==> config.mk <==
export PLATFORM = sky130hd
export DESIGN_NAME = env_recorder
export DESIGN_NICKNAME = d
export VERILOG_FILES = /design/src/rtl/env_pkg.sv /design/src/rtl/env_quantize.sv /design/src/rtl/env_recorder.sv
export SDC_FILE = /design/constraint.sdc
export NUM_CORES = 1
export LEC_CHECK = 0
export CAP_MARGIN = 5
export CORE_ASPECT_RATIO = 0.5
export CORE_MARGIN = 1.5
export CORE_UTILIZATION = 30
export CTS_BUF_LIST = sky130_fd_sc_hd__clkbuf_4
export DETAILED_ROUTE_END_ITERATION = 10
export PLACE_DENSITY = 0.45
export SKIP_LAST_GASP = 1
export SYNTH_ARGS = -nofsm -noshare
export SYNTH_HDL_FRONTEND = slang
export SYNTH_SLANG_ARGS = --single-unit
==> constraint.sdc <==
create_clock -name clk -period 4.1 [get_ports clk]
set_input_delay 0.82 -clock clk [delete_from_list [all_inputs] [get_ports clk]]
set_output_delay 0.82 -clock clk [all_outputs]
set_load 0.005 [all_outputs]
==> src/rtl/env_pkg.sv <==
// Shared definitions for the envelope record/replay blocks.
//   - recorder state encoding
//   - fixed-point format of the amplitude stream and the quantiser shift
//   - slot-index helpers for the packed levels/times buses (slot LEN-1 is the
//     first level, slot LEN-2 the first duration)
`ifndef FPWIDTH
`define FPWIDTH 16
`endif
`ifndef BITS
`define BITS `FPWIDTH
`endif

package env_pkg;

  typedef enum logic [1:0] {
    StIdle,
    StArmed,
    StRec,
    StCommit
  } env_state_e;

  localparam int unsigned FpWidth = `FPWIDTH;

  // Keep the sign bit plus `depth` magnitude bits of the fixed-point sample.
  function automatic int unsigned quant_shift(input int unsigned depth);
    return FpWidth - depth - 1;
  endfunction

  function automatic int unsigned first_level_slot(input int unsigned len);
    return len - 1;
  endfunction

  function automatic int unsigned first_time_slot(input int unsigned len);
    return len - 2;
  endfunction

endpackage

==> src/rtl/env_quantize.sv <==
// Combinational saturating quantiser: signed fixed-point sample -> Depth-bit level.
//   sample_i : signed amplitude sample
//   level_o  : quantised level; negative samples give 0, overflow gives all ones
module env_quantize
  import env_pkg::*;
#(
  parameter int unsigned Depth = 4,
  parameter int unsigned Width = `BITS
) (
  input  logic [Width-1:0] sample_i,
  output logic [Depth-1:0] level_o
);

  localparam int unsigned     Shift    = quant_shift(Depth);
  localparam logic [Width-1:0] MaxLevel = Width'((1 << Depth) - 1);

  logic [Width-1:0] shifted;

  always_comb begin
    shifted = sample_i >> Shift;
    if (sample_i[Width-1]) begin
      level_o = '0;
    end else if (shifted > MaxLevel) begin
      level_o = '1;
    end else begin
      level_o = shifted[Depth-1:0];
    end
  end

endmodule

==> src/rtl/env_recorder.sv <==
// Envelope recorder: quantises an amplitude stream after a trigger and measures
// how long each level is held, producing levels/times buses in the layout an
// envelope sequencer replays.
//   clk, rst     : clock, asynchronous active-low reset
//   ena          : clock enable, low freezes all state
//   trigger      : start/restart recording (rising edge)
//   sampleValid  : one-cycle strobe per sample, sampleIn the signed amplitude
//   levels/times : committed envelope, updated only on commit
//   busy         : armed or recording
//   done         : one-cycle pulse when a recording is committed
module env_recorder
  import env_pkg::*;
#(
  parameter int unsigned DEPTH  = 4,
  parameter int unsigned LEN    = 4,
  parameter int unsigned TSCALE = 1
) (
  input  logic                     clk,
  input  logic                     rst,
  input  logic                     ena,
  input  logic                     trigger,
  input  logic                     sampleValid,
  input  logic [`BITS-1:0]         sampleIn,
  output logic [DEPTH*LEN-1:0]     levels,
  output logic [DEPTH*(LEN-1)-1:0] times,
  output logic                     busy,
  output logic                     done
);

  localparam int unsigned TShift   = $clog2(TSCALE);
  localparam int unsigned SW       = DEPTH + TShift;
  localparam int unsigned PW       = (LEN > 2) ? $clog2(LEN - 1) : 1;
  localparam int unsigned LW       = $clog2(LEN);
  localparam int unsigned FirstLev = first_level_slot(LEN);

  localparam logic [PW-1:0] FirstTim = PW'(first_time_slot(LEN));
  // Longest representable duration; reaching it closes the slot so s never wraps.
  localparam logic [SW-1:0] ForceS   = SW'(((1 << DEPTH) - 1) * TSCALE);

  typedef logic [LEN-1:0][DEPTH-1:0] lev_bus_t;
  typedef logic [LEN-2:0][DEPTH-1:0] tim_bus_t;

  env_state_e       state_q, state_d;
  lev_bus_t         levels_q, levels_d, lev_w_q, lev_w_d;
  tim_bus_t         times_q, times_d, tim_w_q, tim_w_d;
  logic [DEPTH-1:0] cur_q, cur_d;
  logic [SW-1:0]    s_q, s_d;
  logic [PW-1:0]    p_q, p_d;
  logic             trig_q, trig_d;
  logic             done_q, done_d;

  logic [DEPTH-1:0] q;
  logic [SW-1:0]    u;
  logic [LW-1:0]    p_lev;
  logic             trig_rise;
  logic             force_close;
  logic             change_close;

  env_quantize #(
    .Depth(DEPTH),
    .Width(`BITS)
  ) u_quantize (
    .sample_i(sampleIn),
    .level_o (q)
  );

  assign u            = s_q >> TShift;
  assign p_lev        = LW'(p_q);
  assign trig_rise    = trigger & ~trig_q;
  assign force_close  = (s_q == ForceS);
  assign change_close = (q != cur_q) && (u != '0);

  always_comb begin
    state_d  = state_q;
    levels_d = levels_q;
    times_d  = times_q;
    lev_w_d  = lev_w_q;
    tim_w_d  = tim_w_q;
    cur_d    = cur_q;
    s_d      = s_q;
    p_d      = p_q;
    trig_d   = trig_q;
    done_d   = 1'b0;

    if (ena) begin
      trig_d = trigger;
      unique case (state_q)
        StIdle: begin
          if (trig_rise) begin
            state_d = StArmed;
            lev_w_d = '0;
            tim_w_d = '0;
            cur_d   = '0;
            s_d     = '0;
            p_d     = '0;
          end
        end
        StArmed: begin
          if (trig_rise) begin
            lev_w_d = '0;
            tim_w_d = '0;
            cur_d   = '0;
            s_d     = '0;
            p_d     = '0;
          end else if (sampleValid) begin
            lev_w_d[FirstLev] = q;
            cur_d             = q;
            s_d               = SW'(1);
            p_d               = FirstTim;
            state_d           = StRec;
          end
        end
        StRec: begin
          // A trigger edge beats a close in the same cycle, including the final one.
          if (trig_rise) begin
            state_d = StArmed;
            lev_w_d = '0;
            tim_w_d = '0;
            cur_d   = '0;
            s_d     = '0;
            p_d     = '0;
          end else if (sampleValid) begin
            if (force_close || change_close) begin
              tim_w_d[p_q]   = force_close ? {DEPTH{1'b1}} : u[DEPTH-1:0];
              lev_w_d[p_lev] = q;
              cur_d          = q;
              s_d            = SW'(1);
              if (p_q == '0) begin
                state_d = StCommit;
              end else begin
                p_d = p_q - 1'b1;
              end
            end else begin
              // Same level, or a single-unit glitch too short to close a slot.
              s_d = s_q + 1'b1;
            end
          end
        end
        StCommit: begin
          levels_d = lev_w_q;
          times_d  = tim_w_q;
          done_d   = 1'b1;
          if (trig_rise) begin
            state_d = StArmed;
            lev_w_d = '0;
            tim_w_d = '0;
            cur_d   = '0;
            s_d     = '0;
            p_d     = '0;
          end else begin
            state_d = StIdle;
          end
        end
        default: state_d = StIdle;
      endcase
    end
  end

  always_ff @(posedge clk or negedge rst) begin
    if (!rst) begin
      state_q  <= StIdle;
      levels_q <= '0;
      times_q  <= '0;
      lev_w_q  <= '0;
      tim_w_q  <= '0;
      cur_q    <= '0;
      s_q      <= '0;
      p_q      <= '0;
      trig_q   <= 1'b0;
      done_q   <= 1'b0;
    end else begin
      state_q  <= state_d;
      levels_q <= levels_d;
      times_q  <= times_d;
      lev_w_q  <= lev_w_d;
      tim_w_q  <= tim_w_d;
      cur_q    <= cur_d;
      s_q      <= s_d;
      p_q      <= p_d;
      trig_q   <= trig_d;
      done_q   <= done_d;
    end
  end

  assign levels = levels_q;
  assign times  = times_q;
  assign busy   = (state_q == StArmed) || (state_q == StRec);
  assign done   = done_q;

endmodule

# After elaboration in Yosys (flattened, before gate mapping)

Index checks and enable logic that the tools add are counted.

Register bits after elaboration: 70
Latch bits: 0
Memory bits (writable): 0
Bits in read-only memories: 0
Input bits: 21
Output and inout port bits: 30
Logic and storage cells: 107
Memories: 0

Add/sub/neg operators: 2
$mul: 0
Div/mod/pow operators: 0
$lt $le $gt $ge: 3
Equal/unequal tests: 16
Shift operators: 0
Muxes and demuxes: 48
Bitwise logic cells: 2
Reduce and logical (&&, ||, !) cells: 16

Operators with widths:

| cell                | number |
|---|---|
| $mux 16             | 4 |
| $mux 4              | 15 |
| $mux 12             | 4 |
| $pmux 16 s3         | 1 |
| $mux 2              | 13 |
| $pmux 12 s2         | 1 |
| $pmux 4 s3          | 2 |
| $bwmux 16           | 1 |
| $ne 3x3->1 const B  | 5 |
| $bwmux 12           | 1 |
| $reduce_and 5->1    | 2 |
| $demux 4 s2         | 1 |
| $ne 2x2->1 const B  | 4 |
| $pmux 2 s4          | 1 |
| $reduce_and 4->1    | 2 |
| $reduce_and 7->1    | 1 |
| $pmux 2 s3          | 1 |
| $reduce_and 6->1    | 1 |
| $gt 5x4->1 const B  | 1 |
| $add 4x1->4 const B | 1 |
| $eq 2x2->1 const B  | 2 |
| $eq 4x4->1 const B  | 1 |
| $logic_not 2->1     | 2 |
| $ne 2x1->1 const B  | 2 |
| other kinds (14)    | 18 |

# Logic depth before layout (Yosys ltp)

Gate-level depths: netlist of the first run.

Word-level depth: 10
Mapped depth: 10
Depth with buffers taken out: 8

# Hierarchy

From an unflattened synthesis of the first run, not the netlist that was laid out.

Cell total of the unflattened synthesis: 257
Area total of the unflattened synthesis: 3211.8 µm²

By module, submodules not included:

| module       | times used | cells an instance | area each (µm²) | sequential area each (µm²) |
|---|---|---|---|---|
| env_recorder | 1          | 253               | 3186.8          | 1751.7 |
| env_quantize | 1          | 4                 | 25.0            | 0.0 |

# Least setup slack after synthesis of the first run

Ideal clock, no wire load.

Path type: input port to flip-flop
Start: input sampleIn[12]
End: register cur_q[0]
Setup time: 0.079 ns
Arrival time: 2.086 ns
Required time: 4.021 ns
Path slack: 1.935 ns
Cell stages on the path: 7
Path buffers: 1
Path through: and4bb_2 -> a22oi_2 -> a22oi_2 -> nand4_1 -> buf_4 -> nand2_2 -> mux2i_1

Longest elaborated chain between the ends: 8
Elaborated cells on any way between the ends: 14
Those cells by class: order compare (1); eq/ne (2); mux (8); reduce/logical (3)

RTL lines:

| what                       | RTL line            | RTL |
|---|---|---|
| start, declared            | env_recorder.sv:23  | `` input logic [`BITS-1:0] sampleIn, `` |
| $gt 5x4->1                 | env_quantize.sv:23  | `end else if (shifted > MaxLevel) begin` |
| $mux 4 *                   | env_quantize.sv:23  |  |
| $mux 4 *                   | env_quantize.sv:21  | `if (sample_i[Width-1]) begin` |
| $ne 4x4->1                 | env_recorder.sv:71  | `assign change_close = (q != cur_q) && (u != '0);` |
| $logic_and 1x1->1          | env_recorder.sv:71  |  |
| $logic_or 1x1->1           | env_recorder.sv:123 | `if (force_close \|\| change_close) begin` |
| $ne 3x3->1 (no line)       | n/a                 |  |
| $reduce_and 5->1 (no line) | n/a                 |  |
| end signal, assigned       | env_recorder.sv:177 | `cur_q <= cur_d;` |
| end, declared              | env_recorder.sv:46  | `logic [DEPTH-1:0] cur_q, cur_d;` |

Mark *: on every way between the ends. The rest lies on a longest branch, timed or not. The select of a mux whose other input is x is not followed.
A chain may end at the register's enable or synchronous reset.

# Final worst setup path of the first run

Start: input sampleIn[15]
End: register tim_w_q[6] (netlist bit)

Longest elaborated chain between the ends: 8

RTL lines:

| what                         | RTL line            | RTL |
|---|---|---|
| $gt 5x4->1                   | env_quantize.sv:23  |  |
| $mux 4                       | env_quantize.sv:23  |  |
| $mux 4 *                     | env_quantize.sv:21  |  |
| $ne 4x4->1 *                 | env_recorder.sv:71  |  |
| $logic_and 1x1->1 *          | env_recorder.sv:71  |  |
| $logic_or 1x1->1 *           | env_recorder.sv:123 |  |
| $ne 3x3->1 (no line) *       | n/a                 |  |
| $reduce_and 4->1 (no line) * | n/a                 |  |
| end signal, assigned         | env_recorder.sv:176 | `tim_w_q <= tim_w_d;` |
| end, declared                | env_recorder.sv:45  | `tim_bus_t times_q, times_d, tim_w_q, tim_w_d;` |

Mark *: on every way between the ends. The rest lies on a longest branch, timed or not.

==> metrics.yaml, run 1 <==
yosys:
  ys_types: 45
  yosys.area.top_type: "dfrtp_1"
  synth_area_per_cell_um2: 11.5
  synth_nets: 328
  synth_enable_flop_cells: 0
  synth.area.top_cells: "dfrtp_1, mux2_2, ha_1"
  ys_seq_area_share_pct: 51.6
  postSynthCellCount: 296
  synth.top_cell.area_share_pct: 51.6
  yosysWarnings: 0
  syn_area_mm2: 0.00339
  synth.top_cells.by_count: "dfrtp_1, mux2_2, nand2_1"
  synthFlopType: "dfrtp_1"
  post-synth-top-count-cell: "dfrtp_1"
  async_flop_share_pct: 100
  yosys_register_bits: 70
grt:
  grt_pass1_vias: 2469
  grt_overflow: 0
  grt_max_degree: 37
  track_usage_pct: 14.3
  antenna_found_initial: 0
  grt_pass1_wl_mm: 13.1
finish:
  final_area_mm2: 0.00406
  num_antenna_cells: 0
  area_delta_synth_final_pct: 19.6
  fin_util_pct: 36.9
  finalNetCount: 367
  fill_cells: 1109
  multi_input_area_mm2: 0.00152
  drive_gt1_share_pct: 17.4
  ff_latch_area_mm2: 0.00175
clock_network:
  post_cts_resized: 0
  root_buffer: "clkbuf_4"
  hold_buffers: 0
  cts_sinks: 70
  cts.clk_slew.worst_paths_ps: 120
  ctsHtreeMaxLevel: 3
  cts_tree: "done"
  numCtsBuffers: 9
  clkLatencyLatePin_ps: 430
  postCtsSetupBuffers: 0
  clockBufferDepth: 2
flow_run:
  max-cap-violations: 0
routing:
  maxUsedRoutingLayer: "met4"
  wl_met2_mm: 3.35
  route.met3.wl_um: 438
  wire_per_inst_um: 16.6
  drc: 0
  vias_per_cell: 5.16
  vias: 2504
  routed_wl_mm: 8.03
  firstDrtPassIters: 4
  met1_length_mm: 4.13
  detail-route-antenna-nets: 0
  drt-initial-drc-count: 173
floorplanning:
  die_area_mm2: 0.0120
  die_width_um: 153
  fp.coreArea_mm2: 0.0110
  ios: 51
  rows: 27
  die-height_um: 78.2
  start_util_pct: 30.8
sta:
  holdWs_ps: 462
  fmax_ghz: 0.328
  worst_clock_skew_ps: 19.0
  finalHoldViolations: 0
  maxSlewViolCount: 0
  fin_crit_ps: 3050
  finalCritPeriodShare_pct: 74.4
  rsz0062_at_grt: "no"
  setup_viol: 0
  worst_slew_pin_slew_ps: 831
  setup-tns-final_ps: 0
  max-slew-margin-rel_pct: 44.2
setup_path:
  end_kind: "flop"
  cp.required_ps: 4420
  r2r_slack_ps: 1170
  worstSetupStartpointType: "input pin"
  worstSetupPathType: "input pin to flop"
  critPathMaxFanout: 13
  crit_arrival_ps: 3370
power_and_ir_drop:
  power.net_switching_mw: 0.789
  fin_total_pwr_mw: 2.10
  combPwrFrac_pct: 38.3
  pwr-share-seq_pct: 40.4
  leakagePower_nw: 1.83
  ir_worst_vdd_v: 0.000197
  switching_share_pct: 37.6
  internal_power_mw: 1.31
  clockPowerShare_pct: 21.3
  p_per_area_mw_per_mm2: 517
min_path:
  hold_class: "input pin to asynchronous set/reset pin"
placement:
  placed_area_mm2: 0.00392
  gp_congestion: 0.790
  hpwl_mm: 5.82
  portBuffers: 39
run_status:
  outcome: "finished, final reports clean"
metal layers:
layer	GRT usage, %	up-vias
li1	-	1171
met1	20.1	1253
met2	21.1	71
met3	3.92	9
met4	4.85	0
met5	0	-
flip-flops by register name, summed over array words and instances (netlist names):
register and count:
levels 16, done 1, lev_w_q 16, trig_q 1, state_q 2, p_lev 2
s_q 4, tim_w_q 12, times 12, cur_q 4
critical path, stage by stage:
cell             delay, ps
clkdlybuf4s50_1        520
and4bb_2               350
a22oi_2                 80
a22oi_2                340
nand4_1                600
and3_1                 440
a32o_1                 210
final timing paths:
kind,to,start,cells after the start
setup / recovery,tim_w_q[6],sampleIn[15],7
hold / removal,trig_q,rst,1
setup reg to reg,tim_w_q[6],s_q[0],8
hold reg to reg,levels[5],levels[5],1
max in group asynchronous,levels[0],rst,2
min in group clk,levels[5],levels[5],1
power groups by stage:
stage	combinational [mW]	clock, mW	sequential, mW
final	0.803	0.446	0.848
after global routing	0.886	0.498	0.863
after CTS	0.805	0.468	0.848
after detailed placement	0.801	0	0.860
after global placement	0.786	0	0.859
after floorplan	0.564	0	0.845
cells in the final DEF, fill, tap and decap left out, types with 2 or more instances in the layout:
master	count
nor2b_1	3
o211ai_1	2
clkbuf_4	12
nand3_1	11
and2_1	4
o22ai_1	13
nor3_2	3
a22oi_2	3
nand2_1	25
and3b_1	2
o2bb2ai_1	3
clkdlybuf4s50_1	38
mux2_2	29
nor3_1	5
a21oi_1	6
dfrtp_1	70
mux2i_1	4
inv_1	14
a32o_1	12
and3_1	4
nand4_1	3
a22o_1	8
a31oi_1	5
nor2_1	7
nand4b_1	3
o21bai_1	2
buf_4	4
ha_1	11
nor3b_1	2
a22oi_1	4
xnor2_1	2
o21a_1	2
and2b_1	4
o21ai_0	6
cells by family (layout without fill, tap and decap cells):
logic type | Yosys count | in the layout | synth area share (%)
xor gates and xnor gates | 2 | 2 | 0.516
DFF | 70 | 70 | 51.6
AOI/OAI and AO/OA | 68 | 68 | 15.2
and+or+nand+nor | 83 | 83 | 14.2
buffers and inverters | 29 | 73 | 3.61
adders and majority gates | 11 | 11 | 4.05
muxes | 33 | 33 | 10.8
area by class of cell:
type	count	share of cell area (%)
well taps	145	4.47
inverters	14	1.29
flip-flops and latches	70	43.2
clock buffers	12	2.22
clock inverters	4	1.17
repair buffers	43	10.2
multi-input cells	197	37.5
metrics by stage:
stage,setup slack (ps),cells
2_1_floorplan,1930,296
3_3_place_gp,682,469
3_5_place_dp,597,469
4_1_cts,1090,485
5_1_grt,935,485
6_report,1050,485
Power figures use the tool's default switching activity.
==> run 2: changes to the inputs <==
Clock period 4.1 ns to 2.9 ns, I/O delays scaled along.
==> metrics.yaml, run 2 (synthesized netlist as in run 1, its figures left out) <==
placement:
  placed_area_mm2: 0.00400
  pre_cts_ws_ps: 56.7
  post-place-cells: 476
  portBuffers: 39
  hpwl_mm: 5.80
  gp_congestion: 0.778
routing:
  drc: 0
  drt-initial-drc-count: 150
  detail-route-antenna-nets: 0
  firstDrtPassIters: 4
  wire_per_inst_um: 16.5
  routed_wl_mm: 8.11
  vias: 2504
  vias_per_cell: 5.09
clock_network:
  cts_tree: "done"
  postCtsSetupBuffers: 0
  cts.clk_slew.worst_paths_ps: 120
  numCtsBuffers: 9
  clkLatencyLatePin_ps: 420
  post_cts_resized: 0
  root_buffer: "clkbuf_4"
  hold_buffers: 0
  clockBufferDepth: 2
  cts_sinks: 70
  ctsHtreeMaxLevel: 3
sta:
  fin_crit_ps: 2540
  worst_slew_pin_slew_ps: 632
  setup_viol: 0
  worst_clock_skew_ps: 11.2
  maxSlewViolCount: 0
  finalHoldViolations: 0
  finalCritPeriodShare_pct: 87.6
  max-slew-margin-rel_pct: 57.9
  rsz0062_at_grt: "no"
  fmax_ghz: 0.394
  setup-tns-final_ps: 0
  setup_slack_ps: 360
setup_path:
  worstSetupPathType: "flop to output pin"
  endpoint: "busy"
  critPathLaunch: "state_q[0]"
  cp.required_ps: 2320
  crit_arrival_ps: 1960
  critPathMaxFanout: 7
  r2r_end: "tim_w_q[11]"
  reg2reg_from: "s_q[0]"
  r2r_cells: 9
  end_kind: "output pin"
  worstSetupStartpointType: "flop"
  r2r_slack_ps: 520
finish:
  final_common_cell: "dfrtp_1"
  drive_gt1_share_pct: 18.7
  final_area_mm2: 0.00413
  num_antenna_cells: 0
  final_cell_mix: "dfrtp_1, clkdlybuf4s50_1, mux2_2"
  fill_cells: 1092
  finalNetCount: 374
  layoutNonFillerInstCount: 492
  area_delta_synth_final_pct: 21.7
flow_run:
  max-cap-violations: 0
floorplanning:
  rows: 27
  die_width_um: 153
  start_util_pct: 30.8
  fp.coreArea_mm2: 0.0110
  die_area_mm2: 0.0120
  die-height_um: 78.2
  ios: 51
grt:
  grt_max_degree: 46
  track_usage_pct: 14.5
  grt_overflow: 0
  antenna_found_initial: 0
  grt_pass1_wl_mm: 13.3
  grt_pass1_vias: 2509
min_path:
  hold_class: "input pin to asynchronous set/reset pin"
power_and_ir_drop:
  ir_worst_vdd_v: 0.000228
  leakagePower_nw: 1.87
  fin_total_pwr_mw: 3.04
  p_per_area_mw_per_mm2: 735
run_status:
  outcome: "finished, final reports clean"
## run 2: changes by cell type in the layout (fill, tap and decap cells not counted)
cell      change
clkinv_1      +1
buf_12        +2
clkbuf_4      -3
buf_4         +5
clkinv_4      +1
clkinv_2      +1
## run 2: report_power, final
part / switching (mW) / internal, mW / total, mW / leakage [nW]
Clock: 0.364 / 0.257 / 0.622 / 0.0747
Sequential: 0.0965 / 1.10 / 1.20 / 0.965
Combinational: 0.692 / 0.527 / 1.22 / 0.831
## run 2: layout make-up
cell class | instances | area [um^2] | area share, %
clock buffer | 9 | 67.6 | 1.64
timing repair buffer | 50 | 493 | 11.9
sequential | 70 | 1750 | 42.4
tap | 145 | 181 | 4.39
multi-input combinational | 197 | 1520 | 36.8
clock inverter | 7 | 65.1 | 1.57
inverter | 14 | 52.6 | 1.27
## run 2: per-layer routing
layer	GRT usage (%)	routed length, um	vias up	part of all wire, %
li1	-	-	1190	-
met3	4.75	497	2	6.1
met4	3.79	35	0	0.43
met1	20.7	4150	1249	51
met5	0	0	-	0
met2	21.0	3420	63	42
## run 2: worst min path at each step
stage          slack, ps  cells past startpoint   endpoint  startpoint
2_1_floorplan        280                      0   cur_q[0]         rst
3_3_place_gp         490                      1  times[11]   times[11]
3_5_place_dp         490                      1   times[6]    times[6]
4_1_cts              140                      1   cur_q[0]         rst
5_1_grt              150                      1   cur_q[0]         rst
6_report             160                      1   cur_q[0]         rst
## run 2: critical path: stages (launching register included)
cell	delay, ps
dfrtp_1	430
inv_1	120
ha_1	310
buf_4	160
clkdlybuf4s50_1	510
## run 2: metrics by stage
stage | util, % | hold slack (ps)
5_1_grt | 37.5 | 145
4_1_cts | 37.5 | 144
3_3_place_gp | 36.3 | 488
2_1_floorplan | - | 284
6_report | 37.5 | 163
3_5_place_dp | 36.3 | 491
